**src/rtl/traffic_gen.sv**
```systemverilog
// traffic_gen: pseudo-random elevator hall-call generator with valid/ready handshake.
// Ports: clk/reset_n (async active-low) clock and reset; enable gates generation and LFSR;
// mode selects MORNING/LUNCH/NORMAL floor mix; interval sets cycles from accept to next offer;
// req_valid/req_ready handshake with req_floor/req_dir payload; req_count counts accepts (saturating).
module traffic_gen #(
  parameter int          NUM_FLOORS = 8,
  parameter int          FLOOR_W    = 3,
  parameter int          INTERVAL_W = 8,
  parameter logic [15:0] SEED       = 16'hACE1
) (
  input  logic                  clk,
  input  logic                  reset_n,
  input  logic                  enable,
  input  logic [1:0]            mode,
  input  logic [INTERVAL_W-1:0] interval,
  output logic                  req_valid,
  input  logic                  req_ready,
  output logic [FLOOR_W-1:0]    req_floor,
  output logic                  req_dir,
  output logic [15:0]           req_count
);
  typedef enum logic [1:0] {S_IDLE, S_WAIT, S_OFFER} state_e;
  localparam logic [15:0]         LFSR_INIT = (SEED == 16'h0000) ? 16'h0001 : SEED;
  localparam logic [FLOOR_W-1:0]  TOP_FLOOR = FLOOR_W'(NUM_FLOORS - 1);
  localparam logic [FLOOR_W-1:0]  NF_WRAP   = FLOOR_W'(NUM_FLOORS);
  state_e                  state_q, state_d;
  logic [INTERVAL_W-1:0]   cnt_q, cnt_d, load_val;
  logic [15:0]             lfsr_q, lfsr_d, count_q, count_d;
  logic [FLOOR_W-1:0]      floor_q, floor_d, raw_floor, rand_floor, pick_floor;
  logic                    dir_q, dir_d, dflt_dir, to_ground, pick_dir;
  always_comb begin
    load_val   = (interval == '0) ? INTERVAL_W'(1) : interval;
    lfsr_d     = enable ? ((lfsr_q >> 1) ^ (lfsr_q[0] ? 16'hB400 : 16'h0000)) : lfsr_q;
    raw_floor  = lfsr_q[FLOOR_W+7:8];
    // raw values past the top floor fold back by NUM_FLOORS (only reachable when NUM_FLOORS < 2^FLOOR_W)
    rand_floor = (32'(raw_floor) < NUM_FLOORS) ? raw_floor : raw_floor - NF_WRAP;
    dflt_dir   = (rand_floor == '0) ? 1'b1 : (rand_floor == TOP_FLOOR) ? 1'b0 : lfsr_q[2];
    to_ground  = (mode == 2'd0 && lfsr_q[1:0] != 2'b00) || (mode == 2'd1 && lfsr_q[0]);
    pick_floor = to_ground ? '0 : rand_floor;
    pick_dir   = to_ground ? 1'b1 : (mode == 2'd1) ? (rand_floor == '0) : dflt_dir;
  end
  always_ff @(posedge clk or negedge reset_n) begin
    if (!reset_n) begin
      state_q <= S_IDLE;
      cnt_q   <= '0;
      lfsr_q  <= LFSR_INIT;
      count_q <= '0;
      floor_q <= '0;
      dir_q   <= 1'b0;
    end else begin
      state_q <= state_d;
      cnt_q   <= cnt_d;
      lfsr_q  <= lfsr_d;
      count_q <= count_d;
      floor_q <= floor_d;
      dir_q   <= dir_d;
    end
  end
  always_comb begin
    state_d = state_q;
    cnt_d   = cnt_q;
    floor_d = floor_q;
    dir_d   = dir_q;
    count_d = count_q;
    case (state_q)
      S_IDLE: if (enable) begin
        state_d = S_WAIT;
        cnt_d   = load_val;
      end
      S_WAIT: if (!enable) begin
        state_d = S_IDLE;
        cnt_d   = '0;
      end else if (cnt_q == INTERVAL_W'(1)) begin
        state_d = S_OFFER;
        floor_d = pick_floor;
        dir_d   = pick_dir;
      end else begin
        cnt_d = cnt_q - INTERVAL_W'(1);
      end
      // an offer is held, independent of enable, until the consumer takes it
      S_OFFER: if (req_ready) begin
        count_d = (count_q == 16'hFFFF) ? count_q : count_q + 16'd1;
        state_d = enable ? S_WAIT : S_IDLE;
        cnt_d   = enable ? load_val : '0;
      end
      default: state_d = S_IDLE;
    endcase
  end
  always_comb begin
    req_valid = (state_q == S_OFFER);
    req_floor = floor_q;
    req_dir   = dir_q;
    req_count = count_q;
  end
endmodule

```
**config.mk**
```make
export PLATFORM = sky130hd
export DESIGN_NAME = traffic_gen
export DESIGN_NICKNAME = d
export VERILOG_FILES = /design/src/rtl/traffic_gen.sv
export SDC_FILE = /design/constraint.sdc
export NUM_CORES = 1
export LEC_CHECK = 0
export ABC_AREA = 1
export BUFFER_PORTS_ARGS = -buffer_cell sky130_fd_sc_hd__buf_4
export CORE_UTILIZATION = 36
export CTS_BUF_LIST = sky130_fd_sc_hd__clkbuf_8
export DETAILED_ROUTE_END_ITERATION = 8
export MAX_ROUTING_LAYER = met4
export SLEW_MARGIN = 0
export SYNTH_ARGS = -nofsm -noshare
export SYNTH_HDL_FRONTEND = slang
export SYNTH_SLANG_ARGS = --single-unit
```
**constraint.sdc**
```tcl
create_clock -name clk -period 2.3 [get_ports clk]
set_clock_uncertainty 0.1 [all_clocks]
set_input_delay 0.23 -clock clk [delete_from_list [all_inputs] [get_ports clk]]
set_output_delay 0.23 -clock clk [all_outputs]
set_load 0.01 [all_outputs]
```
==> flow_summary_export.csv, run 1 <==
group,metric,value,unit
worst_setup_path,rr_startpoint,"req_count[1]$_DFFE_PN0P_",
global_route,grt_usage,16.58,%
floorplanning,die_height,86.90,um
timing,fmax,532.1,MHz
timing,final_max_slew_viol_count,0,
logic_synthesis,ys_dominant_reg_cell,"sky130_fd_sc_hd__dfrtp_1",
worst_setup_path,cell_chain_critical_path,"ha_1 -> nand2_2 -> nor2_4 -> nand2_2 -> o21ai_4 -> buf_4 -> xor2_1",
placement,port_buffers,34,
status,run_status,"completed",
logic_synthesis,yosysTopAreaCellShare,36.64,%
clocking,cts_tree,"done",
timing,post-route-worst-setup-slack,0.4205,ns
logic_synthesis,yosys.area.top_type,"sky130_fd_sc_hd__dfrtp_1",
clocking,cts-root-to-sink-buffers,2,
finish,syn_to_final_growth,19.29,%
timing,actual_transition_at_the_worst_max_transition_pin,0.5772,ns
logic_synthesis,post-synth-top-count-cell,"sky130_fd_sc_hd__nand2_1",
timing,final_hold_violating_endpoints,0,
routing,vias_cell,4.703,
clocking,cts_root_buffer,"sky130_fd_sc_hd__clkbuf_8",
worst_setup_path,crit_path_start_kind,"flip-flop",
floorplanning,core-area,0.006869,mm2
timing,final.min_clock_period,1.879,ns
logic_synthesis,ys_top_cells_by_count,"sky130_fd_sc_hd__nand2_1 (144), sky130_fd_sc_hd__dfrtp_1 (38), sky130_fd_sc_hd__nor2_1 (32), sky130_fd_sc_hd__inv_1 (30), sky130_fd_sc_hd__o21ai_0 (24)",
worst_setup_path,r2r_slack,0.42,ns
worst_setup_path,max_stage_delay,0.44,ns
floorplanning,die_w,86.90,um
placement,place_area,0.002943,mm2
logic_synthesis,yosys.cell_types.count,27,
timing,setup_viol,0,
routing,first_iter_violations,67,
clocking,post-cts-setup-buffer-count,0,
clocking,cts.repair.resized,0,
global_route,gr-total-overflow,0,
finish,final_cell_area,0.003095,mm2
clocking,cts_num_sinks,46,
worst_setup_path,crit_slowest_cell,"sky130_fd_sc_hd__dfrtp_1",
timing,grt_setup_unrepaired,"false",
finish,num-nets-final,409,
placement,place_congestion,0.8490,
logic_synthesis,synth_async_sr_flop_share,100.0,%
worst_setup_path,crit_type,"reg2reg",
logic_synthesis,syn_area_per_cell,7.414,um2
clocking,cts_hold_buf,1,
global_route,global_route_wire_length_before_repair,9597,um
finish,drive_gt1_share,16.97,%
floorplanning,floorplan.die_area,0.007552,mm2
routing,first_pass_iters,4,
placement,hpwlAfterDp,4019,um
logic_synthesis,post_synth_inst_count,350,
pwr,ir_worst_vdd,0.0003892,V
clocking,htree_num_levels,2,
worst_setup_path,worst-path-max-fanout,10,
logic_synthesis,synth_area_leaders,"sky130_fd_sc_hd__dfrtp_1 (37%), sky130_fd_sc_hd__nand2_1 (21%), sky130_fd_sc_hd__dfstp_2 (8.1%), sky130_fd_sc_hd__o21ai_0 (4.6%), sky130_fd_sc_hd__nor2_1 (4.6%)",
worst_setup_path,worst_ep_required_time,2.42,ns
logic_synthesis,yosys_warnings,0,
routing,detail-route-antenna-nets,0,
global_route,vias_in_the_first_global_route,2084,
job,max_cap_violations,0,
finish,layout.filler_cells,700,
global_route,grt_antenna_before_repair,0,
pwr,pwr_density,917.9,mW/mm2
worst_hold_path,hold-path-endpoint,"lfsr_q[11]$_DFFE_PN1P_",
logic_synthesis,synth_enable_flop_cells,0,
floorplanning,rows,30,
routing,detailroute.via_count,2281,
global_route,largest_net_degree_at_the_start_of_global_routing,47,
placement,detailedPlace.worstSlack,0.4474,ns
logic_synthesis,synthesis.nets,371,
clocking,clkTransAtPathRegs,0.09,ns
clocking,cts_buffers,5,
worst_setup_path,critPathCaptureType,"flip-flop",
pwr,power_leakage,1.507,nW
clocking,clock_insertion_delay_worst_skew,0.30,ns
timing,timing.slew.headroom,61.52,%
floorplanning,ioPinCount,35,
worst_hold_path,min_path_type,"in2reg",
logic_synthesis,postSynthRegisterBits,46,
worst_setup_path,timing.critical_path.arrival,2.00,ns
worst_hold_path,worst_hold_startpoint,"enable",
routing,avgRoutedWirePerCell,11.30,um
worst_setup_path,crit_path_frequent_cell,"sky130_fd_sc_hd__nand2_2",
timing,period_share,81.72,%
worst_setup_path,rr_worst_depth,7,
routing,totalWireLength,5479,um
finish,diodes,0,
logic_synthesis,seq_area_frac_synth,44.74,%
logic_synthesis,synthesis.area,0.002595,mm2
worst_setup_path,r2r_end,"req_count[0]$_DFFE_PN0P_",
routing,count_of_unresolved_drc_violations_after_routing,0,
timing,setup_tns,0,ns
floorplanning,floorplan.initialDensity,37.78,%
worst_hold_path,worstHoldPathCells,3,
cell usage in the layout (no fill, tap or decap), drive strengths merged, types with 4 or more instances in the layout:
| cell | n |
|---|---|
| nand2 | 148 |
| xnor2 | 12 |
| dfrtp | 38 |
| ha | 7 |
| o21ai | 26 |
| buf | 36 |
| dfstp | 8 |
| clkbuf | 6 |
| a21oi | 6 |
| nand3 | 15 |
| inv | 34 |
| o31ai | 5 |
| nand4 | 4 |
| nor2 | 35 |
report_power, final:
part	total, mW	leakage [nW]	internal, mW	switching [mW]
combinational	0.903	0.850	0.342	0.561
sequential	1.20	0.586	1.04	0.166
clock	0.736	0.0714	0.463	0.272
flip-flops by register name, summed over array words and instances, names as in the netlist:
signal	count
req_dir	1
state_q	2
cnt_q	8
req_floor	3
lfsr_q	16
req_count	16
final cells by class:
type	instances	area [um2]	area share, %
multi-input combinational	264	1261	40.74
sequential	46	1161	37.51
timing repair buffer	37	280.3	9.054
inverter	34	130.1	4.204
tap	96	120.1	3.880
clock buffer	6	82.58	2.668
clock inverter	2	60.06	1.940
through the flow:
step	hold WS (ns)	cells	power (mW)	utilization [%]
finish	0.1247	485	2.841	45.06
global route	0.1245	485	3.070	45.06
CTS	0.1131	485	2.863	45.06
detailed placement	0.1743	476	2.118	42.84
global placement	0.1760	476	2.099	42.84
floorplan	-0.1656	350	1.832	-
worst max path at each step:
| stage | start | endpoint | slack (ns) | cells past startpoint |
|---|---|---|---|---|
| after detailed placement | req_count[1]$_DFFE_PN0P_ | req_count[0]$_DFFE_PN0P_ | 0.45 | 7 |
| after CTS | req_count[1]$_DFFE_PN0P_ | req_count[0]$_DFFE_PN0P_ | 0.42 | 7 |
| after global routing | req_count[1]$_DFFE_PN0P_ | req_count[2]$_DFFE_PN0P_ | 0.24 | 8 |
| after floorplan | req_count[0]$_DFFE_PN0P_ | req_count[10]$_DFFE_PN0P_ | 0.61 | 9 |
| after global placement | req_count[1]$_DFFE_PN0P_ | req_count[0]$_DFFE_PN0P_ | 0.50 | 7 |
| final | req_count[1]$_DFFE_PN0P_ | req_count[0]$_DFFE_PN0P_ | 0.42 | 7 |
logic make-up after synthesis:
family	share of synthesized area, %
AO/OA/AOI/OAI	8.487
buffers and inverters	6.654
adder cells (fa/ha/maj)	3.375
flip-flops	44.74
AND/OR/NAND/NOR	32.02
XOR/XNOR	4.725
critical path, delay by kind of cell (launching register included):
family / cells / cell delay (ns)
AOI/OAI and AO/OA: 1 / 0.33
xor gates and xnor gates: 1 / 0.14
adders and majority gates: 1 / 0.30
buffers and inverters: 1 / 0.22
DFF: 1 / 0.44
and+or+nand+nor: 3 / 0.28
per-layer routing:
metal | up-vias | global-route usage [%] | part of all wire [%]
met5 | - | - | 0
met2 | 44 | 24.91 | 44
met1 | 1066 | 23.00 | 51
met4 | 0 | 4.242 | 0.84
li1 | 1164 | - | -
met3 | 7 | 3.128 | 4.0
Note: power is estimated with default switching activity, not from simulation.
==> inputs of run 2 (changes only) <==
==> constraint.sdc (replaced) <==
create_clock -name clk -period 1.85 [get_ports clk]
set_clock_uncertainty 0.1 [all_clocks]
set_input_delay 0.185 -clock clk [delete_from_list [all_inputs] [get_ports clk]]
set_output_delay 0.185 -clock clk [all_outputs]
set_load 0.01 [all_outputs]
==> run 2 against run 1 <==
Effect of this change: sequential power rose by 24%; via count rose by 1.4%; utilization is 1.0 points higher; clock power is 25% higher; setup slack worse by 0.28 ns; flip-flop and latch count did not move; sequential share of layout area decreased by 0.83 points; wire length rose by 2.3%; critical path type unchanged.
==> flow_summary_export.csv, run 2 (synthesized netlist as in run 1, its figures left out) <==
group,metric,value,unit
status,run_status,"completed",
routing,count_of_unresolved_drc_violations_after_routing,0,
timing,actual_transition_at_the_worst_max_transition_pin,0.5889,ns
timing,timing.slew.headroom,60.74,%
worst_setup_path,critPathTopFamily,"simple AND/OR/NAND/NOR gates",
floorplanning,die_height,86.90,um
finish,num-nets-final,417,
floorplanning,ioPinCount,35,
finish,most-common-layout-cells,"sky130_fd_sc_hd__nand2_1 (143), sky130_fd_sc_hd__buf_4 (44), sky130_fd_sc_hd__dfrtp_1 (38), sky130_fd_sc_hd__nor2_1 (32), sky130_fd_sc_hd__inv_1 (30)",
clocking,cts_tree,"done",
clocking,clock_insertion_delay_worst_skew,0.30,ns
placement,place_congestion,0.9120,
worst_setup_path,crit_type,"reg2reg",
routing,totalWireLength,5603,um
placement,port_buffers,34,
worst_setup_path,worst-path-max-fanout,9,
floorplanning,floorplan.initialDensity,37.78,%
pwr,ir_worst_vdd,0.0005791,V
placement,dp_cells,483,
timing,setup_viol,0,
worst_setup_path,max_stage_delay,0.41,ns
timing,final_max_slew_viol_count,0,
clocking,cts_root_buffer,"sky130_fd_sc_hd__clkbuf_8",
floorplanning,core-area,0.006869,mm2
placement,place_area,0.002995,mm2
routing,detail-route-antenna-nets,0,
worst_hold_path,min_path_type,"in2reg",
clocking,clkTransAtPathRegs,0.09,ns
pwr,pwr_density,1130,mW/mm2
timing,grt_setup_unrepaired,"false",
finish,syn_to_final_growth,21.99,%
finish,layout.cells.most_common,"sky130_fd_sc_hd__nand2_1",
global_route,grt_antenna_before_repair,0,
clocking,htree_num_levels,2,
global_route,vias_in_the_first_global_route,2189,
global_route,gr-total-overflow,0,
worst_setup_path,crit_slowest_cell,"sky130_fd_sc_hd__dfrtp_1",
worst_setup_path,crit_path_start_kind,"flip-flop",
routing,detailroute.via_count,2313,
routing,first_pass_iters,4,
timing,setup_tns,0,ns
global_route,largest_net_degree_at_the_start_of_global_routing,47,
worst_setup_path,cell_chain_critical_path,"buf_4 -> ha_1 -> nand2_1 -> inv_1 -> nand3_1 -> nand2_2 -> inv_2 -> nand2_1 -> nand2_1 -> nand2_1",
worst_setup_path,number_of_buffers_and_inverters_on_the_critical_path,3,
routing,avgRoutedWirePerCell,11.37,um
floorplanning,rows,30,
timing,fmax,585.6,MHz
finish,layout.filler_cells,722,
timing,final.min_clock_period,1.708,ns
pwr,power_leakage,1.545,nW
clocking,cts_num_sinks,46,
job,max_cap_violations,0,
finish,post_layout_nonfiller_instances,493,
routing,vias_cell,4.692,
finish,drive_gt1_share,19.14,%
placement,hpwlAfterDp,4119,um
routing,first_iter_violations,105,
floorplanning,floorplan.die_area,0.007552,mm2
timing,period_share,92.31,%
worst_setup_path,timing.critical_path.arrival,1.81,ns
finish,diodes,0,
finish,final_cell_area,0.003166,mm2
worst_setup_path,worst_ep_required_time,1.95,ns
worst_setup_path,crit_path_frequent_cell,"sky130_fd_sc_hd__nand2_1",
clocking,cts_buffers,5,
global_route,global_route_wire_length_before_repair,9791,um
clocking,cts-root-to-sink-buffers,2,
timing,holdWs,0.08085,ns
global_route,grt_usage,16.89,%
timing,final_hold_violating_endpoints,0,
floorplanning,die_w,86.90,um
worst_setup_path,critPathCaptureType,"flip-flop",
-- run 2: changes by cell type in the layout (fill, tap and decap cells not counted), sizes merged --
cell	before	now
buf	36	44
-- run 2: final timing paths --
| path | start | endpoint | slack, ns | cells after the start |
|---|---|---|---|---|
| min | enable | lfsr_q[11]$_DFFE_PN1P_ | 0.08 | 3 |
| min in group asynchronous | reset_n | lfsr_q[1]$_DFFE_PN0P_ | 0.32 | 2 |
| max | state_q[0]$_DFFE_PN0P_ | cnt_q[5]$_DFFE_PN0P_ | 0.14 | 10 |
| max reg2reg | state_q[0]$_DFFE_PN0P_ | cnt_q[5]$_DFFE_PN0P_ | 0.14 | 10 |
| max in group asynchronous | reset_n | req_count[6]$_DFFE_PN0P_ | 0.92 | 2 |
| min reg2reg | lfsr_q[6]$_DFFE_PN1P_ | lfsr_q[6]$_DFFE_PN1P_ | 0.37 | 2 |
-- run 2: repair_timing --
item / CTS / global route
buffers inserted: 0 / 1
resized for setup: 1 / 2
endpoints found under the setup margin: 1 / 7
hold buffers: 1 / 0
hold endpoints to repair: 38 / 0
-- run 2: power breakdown --
part | switching [mW] | internal [mW] | leakage (nW)
sequential | 0.195 | 1.29 | 0.586
combinational | 0.706 | 0.464 | 0.888
clock | 0.346 | 0.576 | 0.0714
-- run 2: routing by layer --
layer / routed length [um] / share of wire, % / GRT usage (%)
met2: 2525 / 45 / 26.49
met5: 0 / 0 / -
met4: 52 / 0.93 / 5.000
met3: 244 / 4.4 / 3.128
met1: 2781 / 50 / 22.30
-- run 2: layout make-up --
class	instances	area (um2)	area share (%)
Clock buffer	6	82.58	2.609
Clock inverter	2	60.06	1.897
Inverter	34	130.1	4.111
Multi-Input combinational cell	264	1271	40.16
Sequential cell	46	1161	36.68
Tap cell	96	120.1	3.794
Timing Repair Buffer	45	340.3	10.75
-- run 2: stage by stage --
stage / util [%] / power, mW / setup slack, ns
2_1_floorplan: - / 2.277 / 0.1648
3_3_place_gp: 43.61 / 2.625 / 0.06312
3_5_place_dp: 43.61 / 2.649 / 0.02622
4_1_cts: 45.87 / 3.602 / 0.06770
5_1_grt: 46.08 / 3.859 / 0.008114
6_report: 46.08 / 3.577 / 0.1423
-- run 2: tightest hold or removal path: stages --
cell,delay (ns)
sky130_fd_sc_hd__buf_4,0.18
sky130_fd_sc_hd__nand2_1,0.07
sky130_fd_sc_hd__nand2_1,0.05
==> inputs of run 3 (changes only) <==
--- a/config.mk
+++ b/config.mk
@@ -9,6 +9,7 @@
 export BUFFER_PORTS_ARGS = -buffer_cell sky130_fd_sc_hd__buf_4
 export CORE_UTILIZATION = 36
 export CTS_BUF_LIST = sky130_fd_sc_hd__clkbuf_8
+export CTS_CLUSTER_SIZE = 20
 export DETAILED_ROUTE_END_ITERATION = 8
 export MAX_ROUTING_LAYER = met4
 export SLEW_MARGIN = 0
==> constraint.sdc (replaced) <==
create_clock -name clk -period 1.59 [get_ports clk]
set_clock_uncertainty 0.1 [all_clocks]
set_input_delay 0.159 -clock clk [delete_from_list [all_inputs] [get_ports clk]]
set_output_delay 0.159 -clock clk [all_outputs]
set_load 0.01 [all_outputs]
==> run 3 against run 2 <==
Effect of this change: the flow now finishes with violations (setup timing); cell area rose by 15%; critical path type unchanged; clock power down 18%; sequential share of layout area down 4.6 points; wire length grew 17%; global-route usage grew 1.8 points; utilization is 6.8 points higher; cell count is 6.1% higher; sequential power up 19%; power rose by 28%; critical path depth decreased by 2; largest power group is now combinational cells.
==> flow_summary_export.csv, run 3 (synthesized netlist as in run 1, its figures left out) <==
group,metric,value,unit
status,run_status,"complete, but fails checks",
status,violations,"setup timing",
pwr,pwr_density,1257,mW/mm2
floorplanning,die_height,86.90,um
worst_setup_path,worst-path-max-fanout,7,
placement,place_area,0.003124,mm2
routing,detailroute.via_count,2432,
global_route,vias_in_the_first_global_route,2369,
finish,layout.cells.most_common,"sky130_fd_sc_hd__nand2_1",
timing,fmax,624.4,MHz
routing,first_pass_iters,5,
timing,final_max_slew_viol_count,0,
clocking,cts_buffers,5,
clocking,cts-root-to-sink-buffers,2,
worst_setup_path,crit_type,"reg2reg",
timing,timing.slew.headroom,60.85,%
floorplanning,rows,30,
clocking,cts_num_sinks,46,
worst_setup_path,number_of_buffers_and_inverters_on_the_critical_path,2,
worst_setup_path,worst_ep_required_time,1.68,ns
global_route,largest_net_degree_at_the_start_of_global_routing,47,
job,max_cap_violations,0,
floorplanning,floorplan.die_area,0.007552,mm2
clocking,cts_root_buffer,"sky130_fd_sc_hd__clkbuf_8",
timing,post-route-worst-setup-slack,-0.01157,ns
finish,diodes,0,
floorplanning,core-area,0.006869,mm2
worst_setup_path,rr_worst_depth,8,
routing,count_of_unresolved_drc_violations_after_routing,0,
pwr,ir_worst_vdd,0.0006594,V
clocking,cts_tree,"done",
global_route,gr-total-overflow,0,
routing,totalWireLength,6570,um
finish,drive_gt1_share,34.19,%
worst_setup_path,critPathCaptureType,"flip-flop",
finish,syn_to_final_growth,40.02,%
routing,detail-route-antenna-nets,0,
timing,period_share,100.7,%
placement,hpwlAfterDp,4393,um
pwr,power_leakage,1.716,nW
finish,finish.utilization,52.90,%
timing,final.min_clock_period,1.602,ns
floorplanning,die_w,86.90,um
placement,port_buffers,34,
finish,final_cell_area,0.003633,mm2
clocking,clkTransAtPathRegs,0.09,ns
worst_setup_path,max_stage_delay,0.41,ns
floorplanning,ioPinCount,35,
worst_hold_path,worstHoldPathCells,5,
worst_setup_path,crit_slowest_cell,"sky130_fd_sc_hd__dfrtp_1",
finish,num-nets-final,447,
routing,first_iter_violations,73,
global_route,grt_antenna_before_repair,0,
floorplanning,floorplan.initialDensity,37.78,%
clocking,htree_num_levels,2,
placement,place_congestion,0.8288,
routing,vias_cell,4.650,
worst_hold_path,min_path_type,"in2reg",
global_route,grt_usage,18.70,%
worst_setup_path,crit_path_start_kind,"flip-flop",
timing,final_hold_violating_endpoints,0,
worst_setup_path,cell_chain_critical_path,"buf_6 -> ha_4 -> inv_2 -> o21ai_4 -> nor2_4 -> nand2_8 -> nor2_1 -> a21oi_2",
finish,most-common-layout-cells,"sky130_fd_sc_hd__nand2_1 (135), sky130_fd_sc_hd__buf_4 (64), sky130_fd_sc_hd__dfrtp_1 (35), sky130_fd_sc_hd__nor2_1 (27), sky130_fd_sc_hd__inv_1 (22)",
worst_setup_path,crit_cells,8,
timing,actual_transition_at_the_worst_max_transition_pin,0.5872,ns
timing,grt_setup_unrepaired,"true",
routing,avgRoutedWirePerCell,12.56,um
worst_setup_path,timing.critical_path.arrival,1.69,ns
clocking,clock_insertion_delay_worst_skew,0.31,ns
worst_setup_path,critPathTopFamily,"simple AND/OR/NAND/NOR gates",
global_route,global_route_wire_length_before_repair,10830,um
timing,setup_viol,3,
timing,holdWs,0.05467,ns
[run 3: layout make-up]
| cell class | instances | area [um2] |
|---|---|---|
| repair buffers | 73 | 598.1 |
| clock inverters | 3 | 23.77 |
| inverters | 34 | 142.6 |
| well taps | 96 | 120.1 |
| repair inverters | 2 | 12.51 |
| multi-input cells | 264 | 1503 |
| flip-flops and latches | 46 | 1165 |
| fillers | 632 | 3236 |
| clock buffers | 5 | 68.82 |
[run 3: report_power, final]
group	internal, mW	switching [mW]	leakage, nW	total, mW
logic	0.893	1.15	1.09	2.05
clock network	0.315	0.438	0.0408	0.753
registers	1.50	0.266	0.582	1.77
total	2.71	1.86	1.72	4.57
[run 3: final timing paths]
kind | from | end | slack, ns
max | state_q[1]$_DFFE_PN0P_ | cnt_q[7]$_DFFE_PN0P_ | -0.01
min | interval[6] | cnt_q[6]$_DFFE_PN0P_ | 0.05
max reg2reg | state_q[1]$_DFFE_PN0P_ | cnt_q[7]$_DFFE_PN0P_ | -0.01
min reg2reg | lfsr_q[6]$_DFFE_PN1P_ | lfsr_q[6]$_DFFE_PN1P_ | 0.37
max in group asynchronous | reset_n | req_count[0]$_DFFE_PN0P_ | 0.65
min in group asynchronous | reset_n | req_floor[2]$_DFFE_PN0P_ | 0.29
[run 3: metrics by stage]
step | setup WS [ns] | std cells | TNS (ns) | power (mW)
after floorplan | 0.004948 | 350 | 0 | 2.667
after global placement | -0.03077 | 498 | -0.06723 | 3.155
after detailed placement | -0.09418 | 498 | -0.3969 | 3.186
after CTS | 0.004133 | 511 | 0 | 4.143
after global routing | -0.1177 | 523 | -1.653 | 4.923
final | -0.01157 | 523 | -0.01810 | 4.568
[run 3: tightest hold or removal path, stage by stage]
cell,delay (ns)
sky130_fd_sc_hd__buf_4,0.08
sky130_fd_sc_hd__nand2_1,0.04
sky130_fd_sc_hd__nand2_1,0.05
sky130_fd_sc_hd__nand2_1,0.04
sky130_fd_sc_hd__nand2_1,0.05
[run 3: timing repair]
action	in CTS	in global routing
setup endpoints to repair	9	30
cloned	1	2
buffers inserted	3	10
hold buffers	1	0
pin swaps	3	6
hold endpoints to repair	38	0
gates resized for setup	25	56
[run 3: per-layer routing]
layer  vias to the layer above  global-route usage [%]  share of wire (%)
met5                         -                       -                  0
met2                        62                   28.42                 47
li1                       1244                       -                  -
met1                      1115                   25.47                 46
met3                        11                   3.507                4.7
met4                         0                   5.455                1.7
